### src/rtl/ttt_board_ctrl.sv
// Tic-tac-toe game state: board, cursor, turn and win/draw status,
// exported to the VGA side as a snapshot that only changes on frame_start.
module ttt_board_ctrl #(
  parameter logic [1:0] FIRST_MARK = 2'b01
) (
  input  logic        clk,
  input  logic        rst,
  input  logic        btn_move,
  input  logic        btn_place,
  input  logic        btn_new,
  input  logic        frame_start,
  output logic [17:0] board,
  output logic [3:0]  cursor,
  output logic [1:0]  turn,
  output logic [1:0]  status,
  output logic [8:0]  win_line,
  output logic        illegal
);

  typedef enum logic [1:0] {PLAY, CHECK, WIN, DRAW} state_t;

  // Cells of each line, lowest-priority line last.
  localparam logic [3:0] LA [8] = '{4'd0, 4'd3, 4'd6, 4'd0,
                                    4'd1, 4'd2, 4'd0, 4'd2};
  localparam logic [3:0] LB [8] = '{4'd1, 4'd4, 4'd7, 4'd3,
                                    4'd4, 4'd5, 4'd4, 4'd4};
  localparam logic [3:0] LC [8] = '{4'd2, 4'd5, 4'd8, 4'd6,
                                    4'd7, 4'd8, 4'd8, 4'd6};

  state_t      state;
  logic [17:0] cells;
  logic [3:0]  cur;
  logic [1:0]  trn;
  logic [3:0]  cnt;
  logic [8:0]  wl;
  logic [1:0]  st_code;
  logic        prev_move;
  logic        prev_place;
  logic        prev_new;
  logic        move_e;
  logic        place_e;
  logic        new_e;
  logic        hit;
  logic [8:0]  hit_mask;
  logic [1:0]  ma;
  logic [1:0]  mb;
  logic [1:0]  mc;
  logic [1:0]  cur_cell;

  assign move_e   = btn_move & ~prev_move;
  assign place_e  = btn_place & ~prev_place;
  assign new_e    = btn_new & ~prev_new;
  assign cur_cell = cells[{cur, 1'b0} +: 2];

  always_comb begin
    st_code = 2'b00;
    if (state == WIN)  st_code = 2'b01;
    if (state == DRAW) st_code = 2'b10;
  end

  // Scan from the last line down so the lowest-numbered match wins.
  always_comb begin
    hit      = 1'b0;
    hit_mask = 9'd0;
    ma       = 2'b00;
    mb       = 2'b00;
    mc       = 2'b00;
    for (int i = 7; i >= 0; i--) begin
      ma = cells[{LA[i], 1'b0} +: 2];
      mb = cells[{LB[i], 1'b0} +: 2];
      mc = cells[{LC[i], 1'b0} +: 2];
      if (ma != 2'b00 && ma == mb && mb == mc) begin
        hit      = 1'b1;
        hit_mask = (9'd1 << LA[i]) | (9'd1 << LB[i])
                 | (9'd1 << LC[i]);
      end
    end
  end

  always_ff @(posedge clk) begin
    if (!rst) begin
      state      <= PLAY;
      cells      <= '0;
      cur        <= '0;
      trn        <= FIRST_MARK;
      cnt        <= '0;
      wl         <= '0;
      prev_move  <= 1'b1;
      prev_place <= 1'b1;
      prev_new   <= 1'b1;
      illegal    <= 1'b0;
      board      <= '0;
      cursor     <= '0;
      turn       <= FIRST_MARK;
      status     <= 2'b00;
      win_line   <= '0;
    end else begin
      prev_move  <= btn_move;
      prev_place <= btn_place;
      prev_new   <= btn_new;
      illegal    <= 1'b0;
      if (frame_start) begin
        board    <= cells;
        cursor   <= cur;
        turn     <= trn;
        status   <= st_code;
        win_line <= wl;
      end
      if (new_e) begin
        state <= PLAY;
        cells <= '0;
        cur   <= '0;
        trn   <= FIRST_MARK;
        cnt   <= '0;
        wl    <= '0;
      end else begin
        unique case (state)
          PLAY: begin
            if (place_e) begin
              if (cur_cell == 2'b00) begin
                cells[{cur, 1'b0} +: 2] <= trn;
                cnt   <= cnt + 4'd1;
                state <= CHECK;
              end else begin
                illegal <= 1'b1;
              end
            end else if (move_e) begin
              cur <= (cur == 4'd8) ? 4'd0 : cur + 4'd1;
            end
          end
          CHECK: begin
            if (hit) begin
              wl    <= hit_mask;
              state <= WIN;
            end else if (cnt == 4'd9) begin
              state <= DRAW;
            end else begin
              trn   <= ~trn;
              state <= PLAY;
            end
          end
          WIN, DRAW: ;
          default: state <= PLAY;
        endcase
      end
    end
  end

endmodule

### config.mk
export PLATFORM = sky130hd
export DESIGN_NAME = ttt_board_ctrl
export DESIGN_NICKNAME = d
export VERILOG_FILES = /design/src/rtl/ttt_board_ctrl.sv
export SDC_FILE = /design/constraint.sdc
export NUM_CORES = 1
export LEC_CHECK = 0
export CAP_MARGIN = 0
export CORE_ASPECT_RATIO = 0.5
export CORE_UTILIZATION = 25
export CTS_CLUSTER_DIAMETER = 200
export DETAILED_ROUTE_END_ITERATION = 10
export MAX_ROUTING_LAYER = met4
export PLACE_DENSITY_LB_ADDON = 0.12
export SETUP_SLACK_MARGIN = 0.1
export SYNTH_ARGS = -nofsm -noshare
export SYNTH_HDL_FRONTEND = slang
export SYNTH_SLANG_ARGS = --single-unit
### constraint.sdc
create_clock -name clk -period 3.3 [get_ports clk]
set_input_delay 0.99 -clock clk [delete_from_list [all_inputs] [get_ports clk]]
set_output_delay 0.99 -clock clk [all_outputs]
set_load 0.05 [all_outputs]
==> impl_metrics.ini, run 1 <==
[timing]
fmax_mhz = 374.4
skew_ns = 0.005662
rsz0062_at_grt = no
worst_pin_slew_ns = 0.5613
finalMaxSlewViolations = 0
setup_viol = 0
finalCritPeriodShare_pct = 80.93
fin_tns_setup_ns = 0
period_needed_ns = 2.671
hold_viol = 0
slew_headroom_pct = 62.53

[yosys]
syn_nets = 447
avgSynthCellArea_um2 = 9.000
synth_area_mm2 = 0.003915
synthArstFlopShare_pct = 0
synth_top_family_by_area = simple AND/OR/NAND/NOR gates
synth_xor_area_share_pct = 1.119
synth_simple_gate_area_share_pct = 25.70
yosysSeqAreaShare_pct = 39.88
synth_top_flop_cell = dfxtp_1
synth.area.mux_share_pct = 16.36
synth_edf_count = 0
synthCells = 435
ys_ff_latch = 78
synthAdderAreaFrac_pct = 1.918
yosysUniqueCellTypes = 50
synth_compound_area_share_pct = 10.96
ys_warn_count = 0

[cts]
clkLatencyLatePin_ns = 0.34
cts_buffers = 9
cts_buffer_depth = 2
clk_pin_slew_worst_paths_ns = 0.06
cts_tree = done
cts_max_level = 3
postCtsSetupBuffers = 0
cts.sinks = 78
root_buffer = clkbuf_16
cts.repair.resized = 0
hold_buffers = 0

[die]
row_count = 31
core_mm2 = 0.01486
die_w_um = 179.0
dieArea_mm2 = 0.01619
io_pins = 42
die_h_um = 90.49
initial_core_util_pct = 26.35

[worst_setup_path]
worstSetupEndpointType = flip-flop
critPathRequiredTime_ns = 3.58
path_buf_inv = 1
slowest_delay_ns = 0.51
rr_endpoint = wl[2]
critPathCapture = cnt[3]
worstPathMaxFanout = 9
rr_startpoint = cells[9]
cp_num_cells = 6
worstSetupPathType = in2reg
start_kind = input pin
worstSetupStartpoint = btn_place
cp.arrival_ns = 2.95
rrSetupSlack_ns = 0.99
path_delay_family = simple AND/OR/NAND/NOR gates
r2r_cells = 5
critPathSlowestCell = or4b_4
path_cells = clkdlybuf4s50_1 > or4b_4 > a21oi_4 > o221ai_4 > or3_1 > a21oi_1

[drt]
firstDrtPassIters = 4
postRouteAntennaNets = 0
postRouteWirelength_um = 10750
first_iter_violations = 168
routed-via-count = 3178
post-route-drc-count = 0
wl_per_cell_um = 15.97
vias_per_cell = 4.722

[layout]
layout.nets = 481
drive_gt1_share_pct = 9.494
n_fill_cell = 1560
area_growth_syn_to_layout_pct = 24.07
stdcell_count = 673

[global_route]
grt_pass1_wl_um = 17230
grt_usage_pct = 14.39
grt_pass1_vias = 3026
grt_max_degree = 24
grt_overflow = 0
antenna_found_initial = 0

[placement]
dpl.hpwl_um = 7859
portBuffers = 41
place_inst = 656
gp_congestion = 0.7966

[pwr]
leakagePower_nw = 1.809
irDropWorstVdd_uv = 213.6
power_density_mw_per_mm2 = 444.6

[flow_run]
drv_cap = 0

[outcome]
outcome = completed

[worst_hold_path]
hold_class = reg2reg
==> flip-flops by register name, summed over array words and instances, names as in the netlist <==
name,cells
prev_place,1
trn,2
win_line,9
illegal,1
wl,9
prev_move,1
cells,18
cursor,4
cur,4
state,2
cnt,4
board,18
turn,2
status,2
prev_new,1
==> report_power, final <==
part / internal [mW] / switching, mW / leakage, nW / total, mW
sequential: 0.948 / 0.00887 / 0.630 / 0.957
combinational: 0.0479 / 0.0664 / 1.02 / 0.114
clock: 0.665 / 0.423 / 0.156 / 1.09
total: 1.66 / 0.499 / 1.81 / 2.16
==> layer usage <==
metal / track usage [%] / vias to the layer above / part of all wire [%]
met5: - / - / 0
met4: 4.096 / 0 / 1.0
met3: 3.662 / 9 / 5.4
met2: 19.21 / 71 / 41
met1: 20.83 / 1494 / 53
li1: - / 1604 / -
==> kinds of logic (layout without fill, tap and decap cells) <==
group,Yosys count,after routing
AND/OR/NAND/NOR,185,185
flip-flops,78,78
AO/OA/AOI/OAI,64,64
multiplexers,59,59
buffers and inverters,38,77
adder cells (fa/ha/maj),6,6
XOR/XNOR,5,5
other,0,1
==> through the flow <==
step                hold WS [ns]  utilization (%)  worst slack, ns  cell area, um2  total power [mW]
floorplan                 0.4377                -           0.9276            3915             1.053
global placement          0.4542            30.50           0.2873            4531             1.094
detailed placement        0.4560            30.50           0.2842            4531             1.094
CTS                       0.4694            32.68           0.6423            4855             2.195
global route              0.4936            32.68           0.5165            4855             2.240
finish                    0.4628            32.70           0.6294            4857             2.160
==> how the worst min path moves through the flow <==
stage / startpoint / endpoint / slack, ns / cells past startpoint
final: wl[5] / wl[5] / 0.46 / 2
after global routing: wl[1] / wl[1] / 0.49 / 2
after CTS: wl[1] / wl[1] / 0.47 / 2
after detailed placement: wl[5] / wl[5] / 0.46 / 2
after global placement: wl[5] / wl[5] / 0.45 / 2
after floorplan: wl[6] / wl[6] / 0.44 / 2
==> layout make-up <==
cell class,count,area (um2),area share (%)
antenna,1,2.502,0.05152
clock buffer,9,225.2,4.637
clock inverter,7,98.84,2.035
inverter,11,41.29,0.8501
multi-input combinational,319,2195,45.18
sequential,78,1562,32.15
tap,198,247.7,5.100
timing repair buffer,50,485.5,9.995
==> placed cells by master (no fill, tap or decap), drive strengths merged, types with 7 or more instances in the layout <==
master,instances
dfxtp,78
mux2i,55
nor2b,44
nand2,40
clkdlybuf4s50,40
nor2,27
nand3,22
a21oi,16
o21ai,15
inv,11
a31oi,10
buf,10
clkbuf,9
nand2b,8
or3,8
nor3,8
and3,7
==> worst register-to-register path: stages (launching register included) <==
cell and delay [ns]:
dfxtp_1 0.64, nor2b_1 0.48, a31oi_1 0.22, and4_1 0.31, a31oi_1 0.41, o22ai_1 0.13
==> cells in the mapped netlist, types with 3 or more instances <==
cell type  count  area, um2
a21oi_1       15      75.07
a31o_2         6      52.55
a31oi_1       10      62.56
and3_1         7      43.79
buf_1          4      15.01
buf_2          6      30.03
clkbuf_1      15      56.30
dfxtp_1       78       1562
ha_1           6      75.07
inv_1         11      41.29
mux2i_1       55      550.5
mux4_2         4      90.09
nand2_1       40      150.1
nand2b_1       8      50.05
nand3_1       22      110.1
nand4_1        3      18.77
nor2_1        27      101.4
nor2b_1       44      275.3
nor3_1         7      35.03
nor4_1         4      25.02
o21ai_0       15      75.07
o22ai_1        4      25.02
or2_2          3      18.77
or3_1          8      50.05
xnor2_1        3      26.28
Power figures use the tool's default switching activity.
==> run 2: changes to the inputs <==
==> constraint.sdc (replaced) <==
create_clock -name clk -period 2.43 [get_ports clk]
set_input_delay 0.729 -clock clk [delete_from_list [all_inputs] [get_ports clk]]
set_output_delay 0.729 -clock clk [all_outputs]
set_load 0.05 [all_outputs]
==> run 2 against run 1 <==
  * Setup slack got worse by 0.45 ns
  * Clock-buffer cell count increased by 4
  * Flip-flop and latch count is the same
  * Critical path depth decreased by 5
  * Register-to-register slack worse by 0.73 ns
  * Worst hold slack worse by 0.0042 ns
  * Largest cell class unchanged
==> impl_metrics.ini, run 2 (synthesis results as in run 1) <==
[worst_setup_path]
rr_startpoint = cur[0]
cp.arrival_ns = 1.52
critPathSlowestCell = clkdlybuf4s50_1
path_delay_family = buffers and inverters
path_cells = clkdlybuf4s50_1
path_buf_inv = 1
worstPathMaxFanout = 2
start_kind = flip-flop
slowest_delay_ns = 0.82
rrSetupSlack_ns = 0.26
worstSetupEndpointType = primary output
critPathRequiredTime_ns = 1.70
rr_endpoint = cells[11]
r2r_cells = 6
worstSetupPathType = reg2out

[worst_hold_path]
hold_class = reg2reg
whs_path_depth = 2
hold_end = wl[5]
min_from = wl[5]

[layout]
final-seq-area_mm2 = 0.001563
stdcell_count = 686
layout_common_cells = dfxtp_1, mux2i_1, nor2b_1
top_regs = board x18, cells x18
n_fill_cell = 1554
drive_gt1_share_pct = 12.50
final_common_cell = dfxtp_1
multiInputGateArea_mm2 = 0.002226
n_antenna_cell = 0
area_growth_syn_to_layout_pct = 27.17
layout.nets = 495

[drt]
routed-via-count = 3209
first_iter_violations = 181
postRouteAntennaNets = 0
vias_per_cell = 4.678
wl_per_cell_um = 16.02
postRouteWirelength_um = 10990
post-route-drc-count = 0
firstDrtPassIters = 4

[global_route]
grt_overflow = 0
grt_max_degree = 38
grt_pass1_vias = 3156
grt_pass1_wl_um = 17930
antenna_found_initial = 0
grt_usage_pct = 14.92

[die]
row_count = 31
die_w_um = 179.0
core_mm2 = 0.01486
io_pins = 42
initial_core_util_pct = 26.35
dieArea_mm2 = 0.01619
die_h_um = 90.49

[cts]
cts_buffers = 9
cts_tree = done
root_buffer = clkbuf_16
cts_max_level = 3
cts.sinks = 78
clkLatencyLatePin_ns = 0.34
clk_pin_slew_worst_paths_ns = 0.06
hold_buffers = 0
cts_buffer_depth = 2

[timing]
skew_ns = 0.008908
rsz0062_at_grt = yes
slew_headroom_pct = 65.04
hold_viol = 0
period_needed_ns = 2.249
setup_viol = 0
finalMaxSlewViolations = 0
finalCritPeriodShare_pct = 92.55
worst_pin_slew_ns = 0.5230
fin_ws_ns = 0.1811
fmax_mhz = 444.7
hold_ws_ns = 0.4587

[placement]
pre_cts_ws_ns = -0.2308
gp_congestion = 0.8356
place_inst = 668
dpl.hpwl_um = 7865
portBuffers = 41

[outcome]
outcome = completed

[pwr]
irDropWorstVdd_uv = 313.7
leakagePower_nw = 1.898
power_density_mw_per_mm2 = 572.7

[flow_run]
drv_cap = 0
## run 2: cell count changes in the layout (fill, tap and decap cells not counted), sizes merged
cell	delta
bufinv	-1
buf	+13
o221ai	+1
dlymetal6s2s	+1
diode	-1
clkdlybuf4s50	-1
clkbuf	+4
clkinv	-3
## run 2: layer usage
layer  vias to the layer above  part of all wire (%)  global-route usage (%)
li1                       1638                     -                       -
met1                      1488                    54                   22.09
met2                        74                    40                   19.72
met3                         9                   5.3                   3.409
met4                         0                  0.83                   4.025
met5                         -                     0                       -
## run 2: worst max-delay path by stage
stage                endpoint  startpoint  slack [ns]  cells past startpoint
floorplan              cnt[3]   btn_place        0.32                      5
global placement       cnt[3]   btn_place       -0.22                      6
detailed placement     cnt[3]   btn_place       -0.23                      6
CTS                    cnt[3]   btn_place        0.14                      6
global route        cells[16]      cur[0]         0.1                      8
finish              board[15]   board[15]        0.18                      1
## run 2: worst reg2reg max path: stages, from the launching register on
cell and delay (ns):
dfxtp_1 0.52, buf_4 0.25, mux4_2 0.60, o22ai_1 0.20, nor2_1 0.11, and3_1 0.24
mux2i_1 0.13
## run 2: timing repair
item,in CTS,in global routing
setup endpoints to repair,0,15
gates resized for setup,0,6
setup buffers,0,1
## run 2: layout make-up
cell class | instances | share of cell area, %
Multi-Input combinational cell | 320 | 44.71
Sequential cell | 78 | 31.39
Timing Repair Buffer | 63 | 12.01
Clock buffer | 13 | 5.227
Tap cell | 198 | 4.976
Clock inverter | 3 | 0.8545
Inverter | 11 | 0.8294
## run 2: power breakdown
group	switching (mW)	internal (mW)	total, mW
clock	0.530	0.851	1.38
combinational	0.0939	0.0749	0.169
sequential	0.0137	1.29	1.30
total	0.637	2.21	2.85
## run 2: stage by stage
| stage | instance area (um2) | utilization (%) | total power [mW] | setup TNS (ns) |
|---|---|---|---|---|
| 3_5_place_dp | 4633 | 31.19 | 1.497 | -2.345 |
| 4_1_cts | 4936 | 33.23 | 2.887 | 0 |
| 6_report | 4979 | 33.51 | 2.851 | 0 |
| 2_1_floorplan | 3915 | - | 1.430 | 0 |
| 5_1_grt | 4979 | 33.51 | 2.969 | 0 |
| 3_3_place_gp | 4633 | 31.19 | 1.497 | -2.213 |
